--- src/rtl/mux_arbiter_if.sv ---
`default_nettype none
// ============================================================================
// Module   : mux_arbiter_if
// Purpose  : Bundles the two source streams, the downstream output stage and
//            the mux select/busy status of the 2:1 stream arbiter.
// Modports : master - arbiter view (sources and iReady in; oReady*, oSel,
//                     oValid, oData, oLast, oBusy out)
//            slave  - environment view (drives sources and iReady)
// Signals  : iValid0/1, iData0/1, iLast0/1   source beats
//            oReady0/1                      per-source accept strobes
//            oSel                           mux select (1 = source 1)
//            oValid, oData, oLast, iReady   output register handshake
//            oBusy                          a grant is held
// Revision : 1.0  initial release
// ============================================================================
interface mux_arbiter_if #(
  parameter int pStreamBits = 32
);

  logic                   iValid0;
  logic                   iValid1;
  logic [pStreamBits-1:0] iData0;
  logic [pStreamBits-1:0] iData1;
  logic                   iLast0;
  logic                   iLast1;
  logic                   oReady0;
  logic                   oReady1;
  logic                   oSel;
  logic                   oValid;
  logic [pStreamBits-1:0] oData;
  logic                   oLast;
  logic                   iReady;
  logic                   oBusy;

  modport master (
    input  iValid0, iValid1, iData0, iData1, iLast0, iLast1, iReady,
    output oReady0, oReady1, oSel, oValid, oData, oLast, oBusy
  );

  modport slave (
    output iValid0, iValid1, iData0, iData1, iLast0, iLast1, iReady,
    input  oReady0, oReady1, oSel, oValid, oData, oLast, oBusy
  );

endinterface
`default_nettype wire

--- src/rtl/mux_arbiter.sv ---
`default_nettype none
// ============================================================================
// Module   : mux_arbiter
// Purpose  : Two-requester round-robin arbiter/sequencer for the 2:1 stream
//            mux. Grants the shared path to one source for a whole packet,
//            drives the mux select and registers each forwarded beat into a
//            single output stage.
// Params   : pStreamBits - stream data width
//            pMaxBurst   - beats per grant cap (1..255), burst limit build only
// Ports    : clk - rising-edge clock
//            rst - asynchronous, active-low reset
//            bus - mux_arbiter_if.master (source streams, output stage,
//                  oSel, oBusy)
// Options  : MUX_ARB_BURST_LIMIT_EN - when defined, a grant also ends after
//            pMaxBurst accepted beats; the rest of the packet re-arbitrates.
// Revision : 1.0  initial release
// ============================================================================
module mux_arbiter #(
  parameter int pStreamBits = 32,
  parameter int pMaxBurst   = 16
) (
  input  wire logic    clk,
  input  wire logic    rst,
  mux_arbiter_if.master bus
);

  localparam int c_cnt_bits = $clog2(pMaxBurst + 1);

`ifdef MUX_ARB_BURST_LIMIT_EN
  localparam logic [c_cnt_bits-1:0] c_max_burst = c_cnt_bits'(pMaxBurst);
`endif

  typedef enum logic [1:0] {
    IDLE = 2'd0,
    OWN0 = 2'd1,
    OWN1 = 2'd2
  } state_t;

  // --------------------------------------------------------------------------
  // Registered state
  // --------------------------------------------------------------------------
  state_t                  r_state;
  logic                    r_pri;     // preferred source on a tie in IDLE
  logic [c_cnt_bits-1:0]   r_cnt;     // beats accepted in the current grant
  logic                    r_sel;
  logic                    r_valid;
  logic [pStreamBits-1:0]  r_data;
  logic                    r_last;

  // --------------------------------------------------------------------------
  // Combinational decode
  // --------------------------------------------------------------------------
  state_t                  w_state_next;
  logic                    w_slot_free;   // output stage can take a beat
  logic                    w_ready0;
  logic                    w_ready1;
  logic                    w_accept;
  logic                    w_owner;
  logic [pStreamBits-1:0]  w_src_data;
  logic                    w_src_last;
  logic                    w_grant_end;
  logic [c_cnt_bits-1:0]   w_cnt_inc;

  // The output stage frees up either when empty or when its beat drains this
  // cycle; this depends only on registered state and iReady, so no path from
  // iValid reaches oReady.
  assign w_slot_free = bus.iReady | ~r_valid;

  // Saturating increment: the counter must never wrap, even on packets longer
  // than its range in the build without the burst limit.
  assign w_cnt_inc = (&r_cnt) ? r_cnt : (r_cnt + 1'b1);

  // --------------------------------------------------------------------------
  // FSM: state register
  // --------------------------------------------------------------------------
  always_ff @(posedge clk or negedge rst) begin
    if (!rst) begin
      r_state <= IDLE;
    end else begin
      r_state <= w_state_next;
    end
  end

  // --------------------------------------------------------------------------
  // FSM: next state, per-source ready, beat acceptance and grant end
  // --------------------------------------------------------------------------
  always_comb begin
    w_state_next = r_state;
    w_ready0     = 1'b0;
    w_ready1     = 1'b0;
    w_accept     = 1'b0;
    w_owner      = 1'b0;
    w_src_data   = '0;
    w_src_last   = 1'b0;
    w_grant_end  = 1'b0;

    unique case (r_state)
      IDLE: begin
        if (bus.iValid0 && bus.iValid1) begin
          w_state_next = r_pri ? OWN1 : OWN0;
        end else if (bus.iValid0) begin
          w_state_next = OWN0;
        end else if (bus.iValid1) begin
          w_state_next = OWN1;
        end
      end

      OWN0: begin
        w_ready0   = w_slot_free;
        w_accept   = bus.iValid0 & w_slot_free;
        w_owner    = 1'b0;
        w_src_data = bus.iData0;
        w_src_last = bus.iLast0;
      end

      OWN1: begin
        w_ready1   = w_slot_free;
        w_accept   = bus.iValid1 & w_slot_free;
        w_owner    = 1'b1;
        w_src_data = bus.iData1;
        w_src_last = bus.iLast1;
      end

      default: begin
        w_state_next = IDLE;
      end
    endcase

    // A grant is held while the owner idles mid-packet; it only ends on an
    // accepted beat.
    if (w_accept) begin
      if (w_src_last) begin
        w_grant_end = 1'b1;
      end
`ifdef MUX_ARB_BURST_LIMIT_EN
      if (w_cnt_inc == c_max_burst) begin
        w_grant_end = 1'b1;
      end
`endif
    end

    if (w_grant_end) begin
      w_state_next = IDLE;
    end
  end

  // --------------------------------------------------------------------------
  // Priority pointer, beat counter and registered select
  // --------------------------------------------------------------------------
  always_ff @(posedge clk or negedge rst) begin
    if (!rst) begin
      r_pri <= 1'b0;
      r_cnt <= '0;
      r_sel <= 1'b0;
    end else begin
      // Select tracks the state register exactly: high only while in OWN1.
      r_sel <= (w_state_next == OWN1);
      if (w_grant_end) begin
        r_pri <= ~w_owner;
        r_cnt <= '0;
      end else if (w_accept) begin
        r_cnt <= w_cnt_inc;
      end
    end
  end

  // --------------------------------------------------------------------------
  // Output stage: single register, holds stable while stalled
  // --------------------------------------------------------------------------
  always_ff @(posedge clk or negedge rst) begin
    if (!rst) begin
      r_valid <= 1'b0;
      r_data  <= '0;
      r_last  <= 1'b0;
    end else begin
      if (w_accept) begin
        // Covers the simultaneous drain-and-refill case: valid stays high.
        r_valid <= 1'b1;
        r_data  <= w_src_data;
        r_last  <= w_src_last;
      end else if (bus.iReady) begin
        r_valid <= 1'b0;
      end
    end
  end

  // --------------------------------------------------------------------------
  // Outputs
  // --------------------------------------------------------------------------
  assign bus.oReady0 = w_ready0;
  assign bus.oReady1 = w_ready1;
  assign bus.oSel    = r_sel;
  assign bus.oValid  = r_valid;
  assign bus.oData   = r_data;
  assign bus.oLast   = r_last;
  assign bus.oBusy   = (r_state != IDLE);

endmodule
`default_nettype wire

--- src/flat_wrapper.sv ---
// flat-port wrapper written by rule: the top's interface ports become plain ports
module mux_arbiter_flat 
#(
  parameter int pStreamBits = 32,
  parameter int pMaxBurst   = 16
)
  (clk, rst, bus_iValid0, bus_iValid1, bus_iData0, bus_iData1, bus_iLast0, bus_iLast1, bus_iReady, bus_oReady0, bus_oReady1, bus_oSel, bus_oValid, bus_oData, bus_oLast, bus_oBusy);
  mux_arbiter_if #(.pStreamBits(pStreamBits)) bus_i ();
  input  wire logic clk;
  input  wire logic rst;
  input wire logic [$bits(bus_i.iValid0)-1:0] bus_iValid0;
  input wire logic [$bits(bus_i.iValid1)-1:0] bus_iValid1;
  input wire logic [$bits(bus_i.iData0)-1:0] bus_iData0;
  input wire logic [$bits(bus_i.iData1)-1:0] bus_iData1;
  input wire logic [$bits(bus_i.iLast0)-1:0] bus_iLast0;
  input wire logic [$bits(bus_i.iLast1)-1:0] bus_iLast1;
  input wire logic [$bits(bus_i.iReady)-1:0] bus_iReady;
  output wire logic [$bits(bus_i.oReady0)-1:0] bus_oReady0;
  output wire logic [$bits(bus_i.oReady1)-1:0] bus_oReady1;
  output wire logic [$bits(bus_i.oSel)-1:0] bus_oSel;
  output wire logic [$bits(bus_i.oValid)-1:0] bus_oValid;
  output wire logic [$bits(bus_i.oData)-1:0] bus_oData;
  output wire logic [$bits(bus_i.oLast)-1:0] bus_oLast;
  output wire logic [$bits(bus_i.oBusy)-1:0] bus_oBusy;
  assign bus_i.iValid0 = bus_iValid0;
  assign bus_i.iValid1 = bus_iValid1;
  assign bus_i.iData0 = bus_iData0;
  assign bus_i.iData1 = bus_iData1;
  assign bus_i.iLast0 = bus_iLast0;
  assign bus_i.iLast1 = bus_iLast1;
  assign bus_i.iReady = bus_iReady;
  assign bus_oReady0 = bus_i.oReady0;
  assign bus_oReady1 = bus_i.oReady1;
  assign bus_oSel = bus_i.oSel;
  assign bus_oValid = bus_i.oValid;
  assign bus_oData = bus_i.oData;
  assign bus_oLast = bus_i.oLast;
  assign bus_oBusy = bus_i.oBusy;
  mux_arbiter #(.pStreamBits(pStreamBits), .pMaxBurst(pMaxBurst)) u_core (.clk(clk), .rst(rst), .bus(bus_i));
endmodule
--- config.mk ---
export PLATFORM = sky130hd
export DESIGN_NAME = mux_arbiter_flat
export DESIGN_NICKNAME = d
export VERILOG_FILES = /design/src/rtl/mux_arbiter_if.sv /design/src/rtl/mux_arbiter.sv /design/src/flat_wrapper.sv
export SDC_FILE = /design/constraint.sdc
export NUM_CORES = 1
export LEC_CHECK = 0
export CORE_MARGIN = 3
export CORE_UTILIZATION = 30
export DETAILED_ROUTE_END_ITERATION = 12
export GPL_ROUTABILITY_DRIVEN = 0
export PLACE_DENSITY_LB_ADDON = 0.1
export SYNTH_ARGS = -nofsm -noshare
export SYNTH_HDL_FRONTEND = slang
export SYNTH_SLANG_ARGS = --single-unit
--- constraint.sdc ---
create_clock -name clk -period 2.75 [get_ports clk]
set_input_delay 0.55 -clock clk [delete_from_list [all_inputs] [get_ports clk]]
set_output_delay 0.55 -clock clk [all_outputs]
set_load 0.02 [all_outputs]
Word level (Yosys, flattened, before mapping)
Index checks and enable logic that the tools add are counted.

Add/subtract/negate cells: 0. $mul: 0. Divide/modulo/power cells: 0. $lt $le $gt $ge: 0. Eq/ne operators: 3. Shift operators: 0. Mux-type cells: 16. Bitwise operators: 5. Reductions and logical operators: 5.

Operator list (number): $pmux 32 s2 (1); $mux 2 (5); $mux 1 (7); $eq 2x2->1 const B (2); $pmux 1 s2 (2); $pmux 2 s2 (1); $reduce_bool 2->1 (2); $and 1x1->1 (2); $eq 2x1->1 const B (1); $logic_not 2->1 (1); $not 1->1 (2); $reduce_or 2->1 (1); $logic_and 1x1->1 (1); $or 1x1->1 (1).

Register bits after elaboration: 38. Latch bits: 0. Bits in writable memories: 0. ROM bits: 0. Input bits: 71. Memories kept: 0.

Longest topological paths before layout
Word-level depth: 7. Depth in mapped cells: 7. Mapped depth without buffers: 5.

Worst setup path before layout
OpenSTA, ideal clock, no wires.

Path type: register -> output. Start: register u_core.r_state[1]. End: output bus_oReady0. Arrival: 1395 ps. Required time: 2200 ps. Path slack: 805 ps. Cell stages (with the launch flop): 6. Path buffers: 2. Cell sequence: dfrtp_1 > inv_1 > ha_1 > clkbuf_1 > clkbuf_1 > and2_1.

Cells in the longest elaborated chain, start to end: 2.

Ends and longest elaborated chain: from (decl) (RTL line mux_arbiter.sv:42) `state_t r_state;`; from (signal assigned) (RTL line mux_arbiter.sv:80) `r_state <= w_state_next;`; $eq 2x1->1 (RTL line mux_arbiter.sv:97) `unique case (r_state)`; $mux 1 (RTL line mux_arbiter.sv:97); to (decl) (RTL line flat_wrapper.sv:18) `output wire logic [$bits(bus_i.oReady0)-1:0] bus_oReady0;`.

Every way passes these cells.

Worst setup path in the final report
Start: register u_core.r_state[0]. End: output bus_oReady1.

Cells in the longest elaborated chain, start to end: 2.

Ends and longest elaborated chain: $eq 2x2->1 (RTL line mux_arbiter.sv:97); $mux 1 (RTL line mux_arbiter.sv:97); to (decl) (RTL line flat_wrapper.sv:19) `output wire logic [$bits(bus_i.oReady1)-1:0] bus_oReady1;`.

Every way passes these cells.

==> metrics <==
outcome=completed; mux cell area share after synthesis=24.2%; setup TNS=0 ps; post-route ant nets=0; root buffer cell=clkbuf_8; First-pass DRT Iterations=4; All-Layer GR Usage=13.1%; EDFF count, synth=0; total power=3.18 mW; Initial Util=31.3%; Synth Area in Adders=2.47%; Rel. slew slack=43.6%; post-synth cell types=21; R2R cell count=6; Hold Path Class=in -> async; vias in the first global route=1532; Clock Path Buffers=2; Fin. Hold Viols=0; Syn Std Cell Area=0.00202 mm²; cell row count=29; WP data arrival=1940 ps; FMAX=0.402 GHz; max_cap viols=0; post-CTS sizing=0; top-count cell post-synth=dfrtp_1; post-synthesis sequential area ratio=47.0%; Routed WL=5.10 mm; complex-gate fraction of the synthesized area=16.1%; Synth Warn #=0; Die Ht=88.1 µm; unrepaired setup endpoints after global routing=no; antenna violations before repair=0; Worst Path Required=2200 ps; Final #Nets=327; clk_lat worst skew=280 ps; H-Tree Depth=2; DRC errors left=0; ANT cells=0; top post-synthesis cells by area=dfrtp_1 (47%), mux2_4 (22%), a22o_1 (14%); Post-Syn Nets=218; Sink Count=38; Synth top cells by count=dfrtp_1 (38), a22o_1 (33), mux2_4 (29); Cell Pwr Density=985 mW/mm²; First DRT Iteration DRCs=29; post-CTS setup buffer count=0; Congestion Overflow GR=0; CTS tree=yes; final period utilization=90.5%; synthesized flop and latch total=38; crit path kind=reg -> out; WL/cell=15.5 µm; ys flop type=dfrtp_1; largest net degree at the start of global routing=39; fin. max-slew vios=0; leading area contributor after synthesis=dfrtp_1; Horiz. Die Dim=88.1 µm; first-pass GRT wire length=7.78 mm; fin crit period=2490 ps; Clk pin slew, worst setup/hold paths=70 ps; XOR/XNOR Fraction of Synth Area=0%; DR vias/cell=4.72; Yosys top cell area share=47.0%; Startpoint Class=flop; Setup Viol. Count Final=0; critical path fanouts, max=5; simple-gate share of the synthesized area=4.76%; top-level I/O count=109; Clock Skews=2.86 ps; main combinational cell family by area after synthesis=multiplexers; final core occ=49.9%; CP Capture Type=primary output; Leakage=1.48 nW; die area=0.00777 mm²; post-synthesis average cell area=14.1 µm²; Peak VDD IR=0.632 mV; DP HPWL=3.69 mm; worst slew pin tran=846 ps; Post-Synthesis Cells=143; IO buf count=108; via count=1552; CTS buffer count=5; area grow syn2layout=59.4%; cts hold-fix bufs=0; async set or reset register ratio after synthesis=100%; fraction of layout cells with a size suffix above 1=19.8%; Core Region=0.00646 mm²
## logic make-up after synthesis
group,Yosys count
AO/OA/AOI/OAI,39
flip-flops,38
multiplexers,34
buffers and inverters,16
AND/OR/NAND/NOR,12
adder cells (fa/ha/maj),4
## critical path, cell delays in order (launching register included)
cell and delay [ps]:
dfrtp_1 450, inv_1 150, ha_1 290, and2_1 170
clkdlybuf4s50_1 600
## layout make-up
type                       count  area (µm²)
clock inverter                 2        10.0
fill                         608        3230
multi-input combinational     89         963
timing repair buffer         114        1120
tap                           77        96.3
inverter                       4        15.0
sequential                    38         951
clock buffer                   5        68.8
## through the flow
stage	area, µm²	std cells	worst slack [ps]	hold slack, ps
6_report	3230	329	260	364
5_1_grt	3230	329	119	454
4_1_cts	3230	329	233	413
3_5_place_dp	3150	322	341	477
3_3_place_gp	3150	322	368	461
2_1_floorplan	2020	143	805	254
## sequential cells by signal, summed over array words and instances (netlist names)
signal             cells
u_core.bus.oSel        1
u_core.r_pri           1
u_core.r_state         2
u_core.bus.oLast       1
u_core.bus.oValid      1
u_core.bus.oData      32
## final timing paths
path                                               endpoint  slack [ps]                          from
min in group clk               u_core.bus.oLast$_DFFE_PN0P_         500  u_core.bus.oLast$_DFFE_PN0P_
hold reg to reg                u_core.bus.oLast$_DFFE_PN0P_         500  u_core.bus.oLast$_DFFE_PN0P_
setup / recovery                                bus_oReady1         260   u_core.r_state[0]$_DFF_PN0_
setup reg to reg           u_core.bus.oData[31]$_DFFE_PN0P_         620   u_core.r_state[0]$_DFF_PN0_
max in group asynchronous   u_core.bus.oData[7]$_DFFE_PN0P_        1840                           rst
hold / removal             u_core.bus.oData[24]$_DFFE_PN0P_         360                           rst
## layer usage
layer / part of all wire (%) / global-route usage, % / vias to the layer above
met2: 46 / 20.3 / 67
met5: 0 / 0 / -
met4: 0.78 / 3.30 / 0
met3: 8.8 / 4.99 / 4
li1: - / - / 754
met1: 45 / 17.2 / 727
## cell usage in the layout (no fill, tap or decap), drive strengths merged
cell type	n
clkdlybuf4s50	107
dfrtp	38
a22o	33
mux2	33
buf	7
clkbuf	5
inv	4
nand2	4
ha	4
a21oi	3
nand2b	2
and2	2
clkinv	2
a211o	1
and4	1
nand4	1
a31oi	1
nor4	1
nand3	1
a21o	1
mux2i	1
## where the power goes
group	internal [mW]	leakage [nW]	switching (mW)
clock	0.170	0.0438	0.188
combinational	1.08	0.941	0.860
sequential	0.767	0.493	0.115
No activity file was read; power rests on OpenSTA's default activity.
